`config.mk`:
```
export PLATFORM = sky130hd
export DESIGN_NAME = matriz_writer_flat
export DESIGN_NICKNAME = d
export VERILOG_FILES = /design/src/rtl/matriz_pkg.sv /design/src/rtl/matriz_writer_if.sv /design/src/rtl/matriz_index_counter.sv /design/src/rtl/matriz_writer.sv /design/src/flat_wrapper.sv
export SDC_FILE = /design/constraint.sdc
export NUM_CORES = 1
export LEC_CHECK = 0
export BUFFER_PORTS_ARGS = -buffer_cell sky130_fd_sc_hd__buf_2
export CORE_MARGIN = 10
export CORE_UTILIZATION = 51
export CTS_BUF_LIST = sky130_fd_sc_hd__clkbuf_4 sky130_fd_sc_hd__clkbuf_8
export DETAILED_ROUTE_END_ITERATION = 8
export GPL_ROUTABILITY_DRIVEN = 0
export PLACE_DENSITY = 0.85
export SLEW_MARGIN = 20
export SYNTH_ARGS = -nofsm -noshare
export SYNTH_HDL_FRONTEND = slang
export SYNTH_SLANG_ARGS = --single-unit
```
`constraint.sdc`:
```
create_clock -name clk -period 17.54 [get_ports clk]
set_input_delay 1.754 -clock clk [delete_from_list [all_inputs] [get_ports clk]]
set_output_delay 1.754 -clock clk [all_outputs]
set_load 0.01 [all_outputs]
```
`src/rtl/matriz_pkg.sv`:
```
// Shared constants, FSM state type and width helper for the matrix writeback block.
package matriz_pkg;
  localparam int ROWS_DEF   = 10;
  localparam int COLS_DEF   = 10;
  localparam int CELL_W_DEF = 4;
  localparam int MEM_WORDS  = 2048;
  localparam int ADDR_W     = 11;
  localparam int WORD_W     = 32;

  typedef enum logic [1:0] {
    ST_IDLE  = 2'd0,
    ST_WRITE = 2'd1,
    ST_DONE  = 2'd2
  } state_t;

  function automatic int idx_w(input int n);
    return (n > 1) ? $clog2(n) : 1;
  endfunction
endpackage

```
`src/rtl/matriz_writer_if.sv`:
```
// Word-write memory bus: the writer drives address/data/strobe, memory answers with ready.
interface matriz_writer_if;
  import matriz_pkg::*;

  logic [ADDR_W-1:0] mem_addr;
  logic [WORD_W-1:0] mem_wdata;
  logic              mem_we;
  logic              mem_ready;

  modport master (output mem_addr, output mem_wdata, output mem_we, input mem_ready);
  modport slave  (input mem_addr, input mem_wdata, input mem_we, output mem_ready);
endinterface

```
`src/rtl/matriz_index_counter.sv`:
```
// Row-major row/col walker with a parallel incrementing word address (no multiplier).
module matriz_index_counter
  import matriz_pkg::*;
#(
  parameter int ROWS      = ROWS_DEF,
  parameter int COLS      = COLS_DEF,
  parameter int BASE_ADDR = 0
) (
  input  logic                      clk,
  input  logic                      rst,
  input  logic                      clr,
  input  logic                      adv,
  output logic [idx_w(ROWS)-1:0]    row,
  output logic [idx_w(COLS)-1:0]    col,
  output logic [ADDR_W-1:0]         addr,
  output logic                      last
);
  localparam int RW = idx_w(ROWS);
  localparam int CW = idx_w(COLS);

  logic [RW-1:0]     row_q, row_d;
  logic [CW-1:0]     col_q, col_d;
  logic [ADDR_W-1:0] addr_q, addr_d;

  always_comb begin
    row_d  = row_q;
    col_d  = col_q;
    addr_d = addr_q;
    if (clr) begin
      row_d  = '0;
      col_d  = '0;
      addr_d = ADDR_W'(BASE_ADDR);
    end else if (adv) begin
      addr_d = addr_q + ADDR_W'(1);
      if (col_q == CW'(COLS - 1)) begin
        col_d = '0;
        row_d = row_q + RW'(1);
      end else begin
        col_d = col_q + CW'(1);
      end
    end
  end

  always_ff @(posedge clk or posedge rst) begin
    if (rst) begin
      row_q  <= '0;
      col_q  <= '0;
      addr_q <= '0;
    end else begin
      row_q  <= row_d;
      col_q  <= col_d;
      addr_q <= addr_d;
    end
  end

  assign row  = row_q;
  assign col  = col_q;
  assign addr = addr_q;
  assign last = (row_q == RW'(ROWS - 1)) && (col_q == CW'(COLS - 1));
endmodule

```
`src/rtl/matriz_writer.sv`:
```
// Snapshots a ROWSxCOLS matrix on start and writes it row-major, one word per cell,
// into the 2048-word memory space starting at BASE_ADDR, honouring mem_ready backpressure.
module matriz_writer
  import matriz_pkg::*;
#(
  parameter int ROWS      = ROWS_DEF,
  parameter int COLS      = COLS_DEF,
  parameter int CELL_W    = CELL_W_DEF,
  parameter int BASE_ADDR = 0
) (
  input  logic               clk,
  input  logic               rst,
  input  logic               start,
  input  logic [CELL_W-1:0]  matriz [ROWS][COLS],
  matriz_writer_if.master    mem,
  output logic               busy,
  output logic               done
);
  localparam int RW = idx_w(ROWS);
  localparam int CW = idx_w(COLS);

  if (BASE_ADDR + ROWS * COLS > MEM_WORDS) begin : g_addr_range
    $error("matriz_writer: BASE_ADDR + ROWS*COLS exceeds the memory space");
  end

  state_t              state_q, state_d;
  logic                we_q, we_d;
  logic                busy_q, busy_d;
  logic                done_q, done_d;
  logic [WORD_W-1:0]   wdata_q, wdata_d;
  logic [CELL_W-1:0]   snap_q [ROWS][COLS];
  logic [CELL_W-1:0]   snap_d [ROWS][COLS];

  logic                clr, adv, last;
  logic [RW-1:0]       row, nrow;
  logic [CW-1:0]       col, ncol;
  logic [ADDR_W-1:0]   addr;

  matriz_index_counter #(
    .ROWS      (ROWS),
    .COLS      (COLS),
    .BASE_ADDR (BASE_ADDR)
  ) u_idx (
    .clk  (clk),
    .rst  (rst),
    .clr  (clr),
    .adv  (adv),
    .row  (row),
    .col  (col),
    .addr (addr),
    .last (last)
  );

  // Data is registered, so it is fetched for the cell the counter moves to next.
  always_comb begin
    if (col == CW'(COLS - 1)) begin
      nrow = row + RW'(1);
      ncol = '0;
    end else begin
      nrow = row;
      ncol = col + CW'(1);
    end
  end

  always_comb begin
    state_d = state_q;
    we_d    = we_q;
    busy_d  = busy_q;
    done_d  = 1'b0;
    wdata_d = wdata_q;
    snap_d  = snap_q;
    clr     = 1'b0;
    adv     = 1'b0;
    unique case (state_q)
      ST_IDLE: begin
        if (start) begin
          snap_d  = matriz;
          clr     = 1'b1;
          state_d = ST_WRITE;
          we_d    = 1'b1;
          busy_d  = 1'b1;
          wdata_d = WORD_W'(matriz[0][0]);
        end
      end
      ST_WRITE: begin
        if (mem.mem_ready) begin
          if (last) begin
            state_d = ST_DONE;
            we_d    = 1'b0;
            busy_d  = 1'b0;
            done_d  = 1'b1;
          end else begin
            adv     = 1'b1;
            wdata_d = WORD_W'(snap_q[nrow][ncol]);
          end
        end
      end
      ST_DONE: state_d = ST_IDLE;
      default: state_d = ST_IDLE;
    endcase
  end

  always_ff @(posedge clk or posedge rst) begin
    if (rst) begin
      state_q <= ST_IDLE;
      we_q    <= 1'b0;
      busy_q  <= 1'b0;
      done_q  <= 1'b0;
      wdata_q <= '0;
      for (int r = 0; r < ROWS; r++) begin
        for (int c = 0; c < COLS; c++) begin
          snap_q[r][c] <= '0;
        end
      end
    end else begin
      state_q <= state_d;
      we_q    <= we_d;
      busy_q  <= busy_d;
      done_q  <= done_d;
      wdata_q <= wdata_d;
      snap_q  <= snap_d;
    end
  end

  assign mem.mem_addr  = addr;
  assign mem.mem_wdata = wdata_q;
  assign mem.mem_we    = we_q;
  assign busy          = busy_q;
  assign done          = done_q;
endmodule
```
`src/flat_wrapper.sv`:
```
// flat-port wrapper written by rule: the top's interface ports become plain ports
module matriz_writer_flat import matriz_pkg::*;
#(
  parameter int ROWS      = ROWS_DEF,
  parameter int COLS      = COLS_DEF,
  parameter int CELL_W    = CELL_W_DEF,
  parameter int BASE_ADDR = 0
)
  (clk, rst, start, matriz, busy, done, mem_mem_addr, mem_mem_wdata, mem_mem_we, mem_mem_ready);
  matriz_writer_if mem_i ();
  input  logic clk;
  input  logic rst;
  input  logic start;
  input  logic [CELL_W-1:0] matriz[ROWS][COLS];
  output logic busy;
  output logic done;
  output wire logic [$bits(mem_i.mem_addr)-1:0] mem_mem_addr;
  output wire logic [$bits(mem_i.mem_wdata)-1:0] mem_mem_wdata;
  output wire logic [$bits(mem_i.mem_we)-1:0] mem_mem_we;
  input wire logic [$bits(mem_i.mem_ready)-1:0] mem_mem_ready;
  assign mem_mem_addr = mem_i.mem_addr;
  assign mem_mem_wdata = mem_i.mem_wdata;
  assign mem_mem_we = mem_i.mem_we;
  assign mem_i.mem_ready = mem_mem_ready;
  matriz_writer #(.ROWS(ROWS), .COLS(COLS), .CELL_W(CELL_W), .BASE_ADDR(BASE_ADDR)) u_core (.clk(clk), .rst(rst), .start(start), .matriz(matriz), .mem(mem_i), .busy(busy), .done(done));
endmodule
```
==> Word-level counts from Yosys, hierarchy flattened <==
Cells that the tools add are included.
{ "word_totals": {"reg_bits": 455, "latchBits": 0, "in_bits": 404, "ramBits": 0, "memories": 0, "romBits": 0, "word_cells": 163, "output_inout_bits": 46} }
{ "op_classes": {"n_eq_ne": 7, "n_shift": 0, "bitwise_logic": 2, "multipliers": 0, "mux": 34, "addsub": 3, "div_mod_pow": 0, "order_cmp": 2, "reduce_logical": 8} }
{ "ops": {"columns": ["operator", "n"], "rows": [
  ["$bmux W40 S4", 1],
  ["$mux W32", 3],
  ["$mux W40", 2],
  ["$pmux W32 S2", 1],
  ["$mux W4", 8],
  ["$mux W11", 2],
  ["$bmux W4 S4", 1],
  ["$add A11 B1 Y11 const B", 1],
  ["$mux W1", 11],
  ["$ge A5 B5 Y1 const B", 2],
  ["$not A4 Y5", 2],
  ["$add A4 B1 Y4 const B", 2],
  ["$eq A4 B4 Y1 const B", 2],
  ["$reduce_and A4 Y1", 2],
  ["$mux W2", 3],
  ["$ne A2 B2 Y1 const B", 3],
  ["$pmux W2 S2", 1],
  ["$reduce_bool A2 Y1", 2],
  ["$reduce_and A3 Y1", 1],
  ["$eq A2 B1 Y1 const B", 1],
  ["$logic_not A2 Y1", 1],
  ["$ne A2 B1 Y1 const B", 1],
  ["$pmux W1 S2", 1],
  ["$reduce_and A2 Y1", 1],
  ["$logic_and A1 B1 Y1", 1]
]} }

==> Logic depth before layout (Yosys ltp) <==
{ "depth": {"depth_word": 12, "ltp_mapped": 13, "depth_no_buf": 10} }

==> Hierarchy <==
A second synthesis with hierarchy kept.
{ "unflattened": {"cells_unflattened": 1762, "area_unflattened_um2": 21388.0} }
{ "modules_own_cells": {"columns": ["module", "area_each_um2", "seq_area_each_um2", "cells_per_inst", "instances"], "rows": [
  ["matriz_writer", 20384.6, 10209.8, 1661, 1],
  ["matriz_index_counter", 1003.5, 475.5, 101, 1]
]} }

==> Worst setup path before layout <==
OpenSTA, ideal clock, no wires.
{ "synth_path": {"path_type": "input -> register", "from": "input mem_mem_ready", "to": "register u_core.wdata_q[1], in the netlist u_core.mem.mem_wdata[1]", "setup_slack_ps": 14283, "path_stages": 6, "path_buffers": 0, "t_required_ps": 17453, "setup_ps": 87, "t_arrival_ps": 3170, "cell_sequence": "nand2_1 nor2_1 nor2_1 or4_1 or3_1 o211ai_1"} }
{ "synth_between": {"elab_chain_cells": 2} }
{ "synth_rtl": {"columns": ["element", "line_no", "text"], "rows": [
  ["start: declaration", "flat_wrapper.sv:20", "input wire logic [$bits(mem_i.mem_ready)-1:0] mem_mem_ready;"],
  ["$ne A2 B2 Y1 (no line)", null, null],
  ["$reduce_and A4 Y1 (no line)", null, null],
  ["end signal: assignment", "matriz_writer.sv:120", "wdata_q <= wdata_d;"],
  ["end: declaration", "matriz_writer.sv:30", "logic [WORD_W-1:0] wdata_q, wdata_d;"]
]} }
Every way passes these cells.
A chain may end at the register's enable or synchronous reset.

==> Worst setup path after layout <==
{ "layout_path": {"from": "register u_core.u_idx.row_q[1], in the netlist u_core.u_idx.row[1]", "to": "register u_core.wdata_q[0], in the netlist u_core.mem.mem_wdata[0]"} }
{ "layout_between": {"elab_chain_cells": 12, "elab_cells_between_ends": 16, "cone_classes": "add/sub (1); eq/ne (2); mux (10); bitwise (1); reduce/logical (2)"} }
{ "layout_rtl": {"columns": ["element", "line_no", "text"], "rows": [
  ["start: declaration", "matriz_index_counter.sv:21", "logic [RW-1:0] row_q, row_d;"],
  ["start signal: assignment", "matriz_index_counter.sv:50", "row_q <= row_d;"],
  ["$add A4 B1 Y4", "matriz_writer.sv:57", "nrow = row + RW'(1);"],
  ["$mux W4", "matriz_writer.sv:56", "if (col == CW'(COLS - 1)) begin"],
  ["$not A4 Y5 (not written as such)", "matriz_writer.sv:94", "wdata_d = WORD_W'(snap_q[nrow][ncol]);"],
  ["$bmux W40 S4", "matriz_writer.sv:94", null],
  ["$mux W40 (not written as such) (2 in a row)", "matriz_writer.sv:94", null],
  ["$bmux W4 S4", "matriz_writer.sv:94", null],
  ["$mux W4 (not written as such) (2 in a row)", "matriz_writer.sv:94", null],
  ["$mux W32", "matriz_writer.sv:87", "if (last) begin"],
  ["$mux W32", "matriz_writer.sv:86", "if (mem.mem_ready) begin"],
  ["$pmux W32 S2", "matriz_writer.sv:74", "unique case (state_q)"]
]} }
Parallel ways exist; a longest one is shown, timed or not. The select of a mux whose other input is x is not followed.

==> results_dict.tcl <==
set metrics [dict create \
    skew_ps 28.6 \
    total_power_w 0.00289 \
    power_leakage_nw 13.1 \
    critPathLaunchType "register" \
    slew_headroom_pct 21.9 \
    grt_remaining_overflow 0 \
    tightest_slew_ps 1170 \
    reg2reg_from "u_core.u_idx.row[1]$_DFFE_PP0P_" \
    synth_top_area_share_pct 52.0 \
    synth_edf_count 0 \
    coreArea_um2 39700 \
    via_per_inst 5.70 \
    muxShareOfSynthArea_pct 9.19 \
    die_x_um 221 \
    crit_arrival_ps 5270 \
    synth_compound_area_share_pct 6.89 \
    antenna_found_initial 10 \
    finalInstanceArea_um2 24400 \
    cts_setup_buffers 0 \
    tns_ps 0 \
    wl_per_cell_um 21.2 \
    drv_cap 0 \
    power_density_nw_per_um2 119 \
    syn_inst 2348 \
    synth-async-reset-ratio_pct 100 \
    antenna_left 0 \
    slowest_delay_ps 960 \
    status "finished clean" \
    grt_max_degree 258 \
    synth_top_family_by_area "simple AND/OR/NAND/NOR gates" \
    clock_latency_ps 630 \
    grt_use_total_pct 28.3 \
    wl_mm 70.2 \
    fmax_mhz 210 \
    drive_gt1_share_pct 23.8 \
    hold_path_class "reg2reg" \
    synth_area_leader_cell "dfrtp_1" \
    grt_pass1_vias 19300 \
    r2r_cells 10 \
    die_area_um2 48700 \
    die_h_um 221 \
    drcViolationCount 0 \
    layout_commonest_cell "nand2_1" \
    layout.nets 3126 \
    cts.clk_slew.worst_paths_ps 70 \
    start_util_pct 51.7 \
    cts_hold_buffers 0 \
    pre_cts_slack_ps 12900 \
    placed_cell_area_um2 22800 \
    holdPathStages 2 \
    crit_slowest_cell "dfrtp_1" \
    synthFlopType "dfrtp_1" \
    cts_buffers 73 \
    ys_seq_elements 427 \
    synthTopCellsByArea "dfrtp_1, nand2_1, mux4_2, clkbuf_1, mux2i_1" \
    hold_path_end "u_core.snap_q[240]$_DFFE_PP0P_" \
    path_max_fanout 30 \
    synth-simple-area-share_pct 26.5 \
    min_period_ps 4760 \
    cp_cell_sequence "inv_1 -> ha_1 -> nand4b_1 -> o21ai_4 -> buf_4 -> mux4_2 -> o22ai_1 -> a211o_1 -> o311ai_1 -> a221o_1" \
    synth_warnings 0 \
    required_ps 18060 \
    finalSetupViolCount 0 \
    port_buffers 421 \
    worstSetupPathType "reg2reg" \
    syn_avg_cell_area_um2 8.75 \
    hpwl_mm 50.2 \
    ioPinCount 450 \
    vias 18800 \
    syn_to_final_growth_pct 18.6 \
    min-delay-start "u_core.snap_q[240]$_DFFE_PP0P_" \
    endpoint_kind "register" \
    layout_common_cells "nand2_1, dfrtp_1, buf_2, clkbuf_8, mux4_2" \
    synth_cell_types 82 \
    synth_xor_area_share_pct 0.780 \
    slew_viol_final 0 \
    cts_root_buffer "clkbuf_8" \
    std_cell_rows 73 \
    drt_pass1_iterations 7 \
    rsz0062_at_grt "false" \
    grt_pass1_wl_mm 107 \
    clock_path_buffers 3 \
    cts_resized 0 \
    hold_violations 0 \
    syn_area_um2 20500 \
    cts_tree "done" \
    r2r_end "u_core.mem.mem_wdata[0]$_DFFE_PP0P_" \
    seq_area_frac_synth_pct 52.0 \
    clock-sinks 427 \
    r2r_slack_ps 12780 \
    post-route-period-util_pct 27.1 \
    hold_slack_ps 471 \
    layout_setup_ws_ps 12780 \
    htree_num_levels 3 \
    ir_drop_v 0.0000610 \
    synth_fa_ha_area_share_pct 0.305 \
    drtIter0Drc 2137 \
]
## worst max-delay path by stage
stage                                          startpoint                                  end  slack (ps)  cells after the start
after floorplan                                       rst                u_core.done$_DFF_PP0_        3900                      1
after global placement    u_core.u_idx.row[1]$_DFFE_PP0P_  u_core.mem.mem_wdata[0]$_DFFE_PP0P_       13050                     11
after detailed placement  u_core.u_idx.row[1]$_DFFE_PP0P_  u_core.mem.mem_wdata[0]$_DFFE_PP0P_       12900                     10
after CTS                 u_core.u_idx.row[1]$_DFFE_PP0P_  u_core.mem.mem_wdata[0]$_DFFE_PP0P_       12910                     10
after global routing      u_core.u_idx.row[1]$_DFFE_PP0P_  u_core.mem.mem_wdata[1]$_DFFE_PP0P_       12590                     11
final                     u_core.u_idx.row[1]$_DFFE_PP0P_  u_core.mem.mem_wdata[0]$_DFFE_PP0P_       12780                     10
## report_power, final
group	total, W	switching (W)	internal [W]
Sequential	0.00116	0.0000824	0.00108
Combinational	0.000768	0.000462	0.000306
Clock	0.000960	0.000419	0.000541
## Yosys cell counts (4+ instances only)
master,number
a211oi_1,10
a21oi_1,47
a31oi_1,10
a32oi_1,4
and2_1,7
and3_1,4
buf_2,20
buf_4,35
buf_6,5
clkbuf_1,112
dfrtp_1,427
ha_1,5
inv_1,6
mux2_1,5
mux2_2,12
mux2i_1,39
mux4_2,58
nand2_1,1268
nand2b_1,4
nand3_1,20
nor2_1,37
nor2b_1,7
nor3_1,13
nor4_1,4
o211ai_1,7
o21ai_0,39
o21ai_1,5
o221ai_1,15
o22ai_1,27
or3_1,9
xnor2_1,4
xor2_1,8
## logic make-up after synthesis
family / count (synthesis)
buf+inv: 183
fa+ha+maj: 5
simple gates: 1392
xor+xnor: 14
flops: 427
compound gates: 212
other cells: 1
mux: 114
## state kept, by name (all words and copies together), names as in the netlist
| register | cells |
|---|---|
| u_core.u_idx.addr | 11 |
| u_core.u_idx.col | 4 |
| u_core.snap_q | 400 |
| u_core.state_q | 2 |
| u_core.done | 1 |
| u_core.u_idx.row | 4 |
| u_core.mem.mem_wdata | 4 |
| u_core.mem.mem_we | 1 |
## metal layers
layer  GRT usage (%)  up-vias  wire length [um]
met2            44.1     1108             32700
li1                -     8375                 -
met5               0        -                44
met1            36.2     9087             26900
met4            14.1        8              3640
met3            7.13      268              6970
## layout make-up
class | instances | area (um^2)
multi-input cells | 1765 | 9100
clock inverters | 11 | 103
repair buffers | 442 | 2290
fillers | 3408 | 15400
flip-flops and latches | 427 | 10700
clock buffers | 120 | 1460
diodes | 8 | 20.0
well taps | 525 | 657
inverters | 8 | 37.5
## critical path: cells and delay by family, from the launching register on
family                   cells  cell delay, ps
AND/OR/NAND/NOR              1             440
multiplexers                 1             570
adder cells (fa/ha/maj)      1             690
flip-flops                   1             960
buffers and inverters        2             820
AO/OA/AOI/OAI                5            1150
## metrics by stage
stage | instances | util (%)
final | 3306 | 61.3
after global routing | 3304 | 61.3
after CTS | 3298 | 61.2
after detailed placement | 3167 | 57.3
after global placement | 3167 | 57.3
after floorplan | 2375 | -
Power figures use the tool's default switching activity.
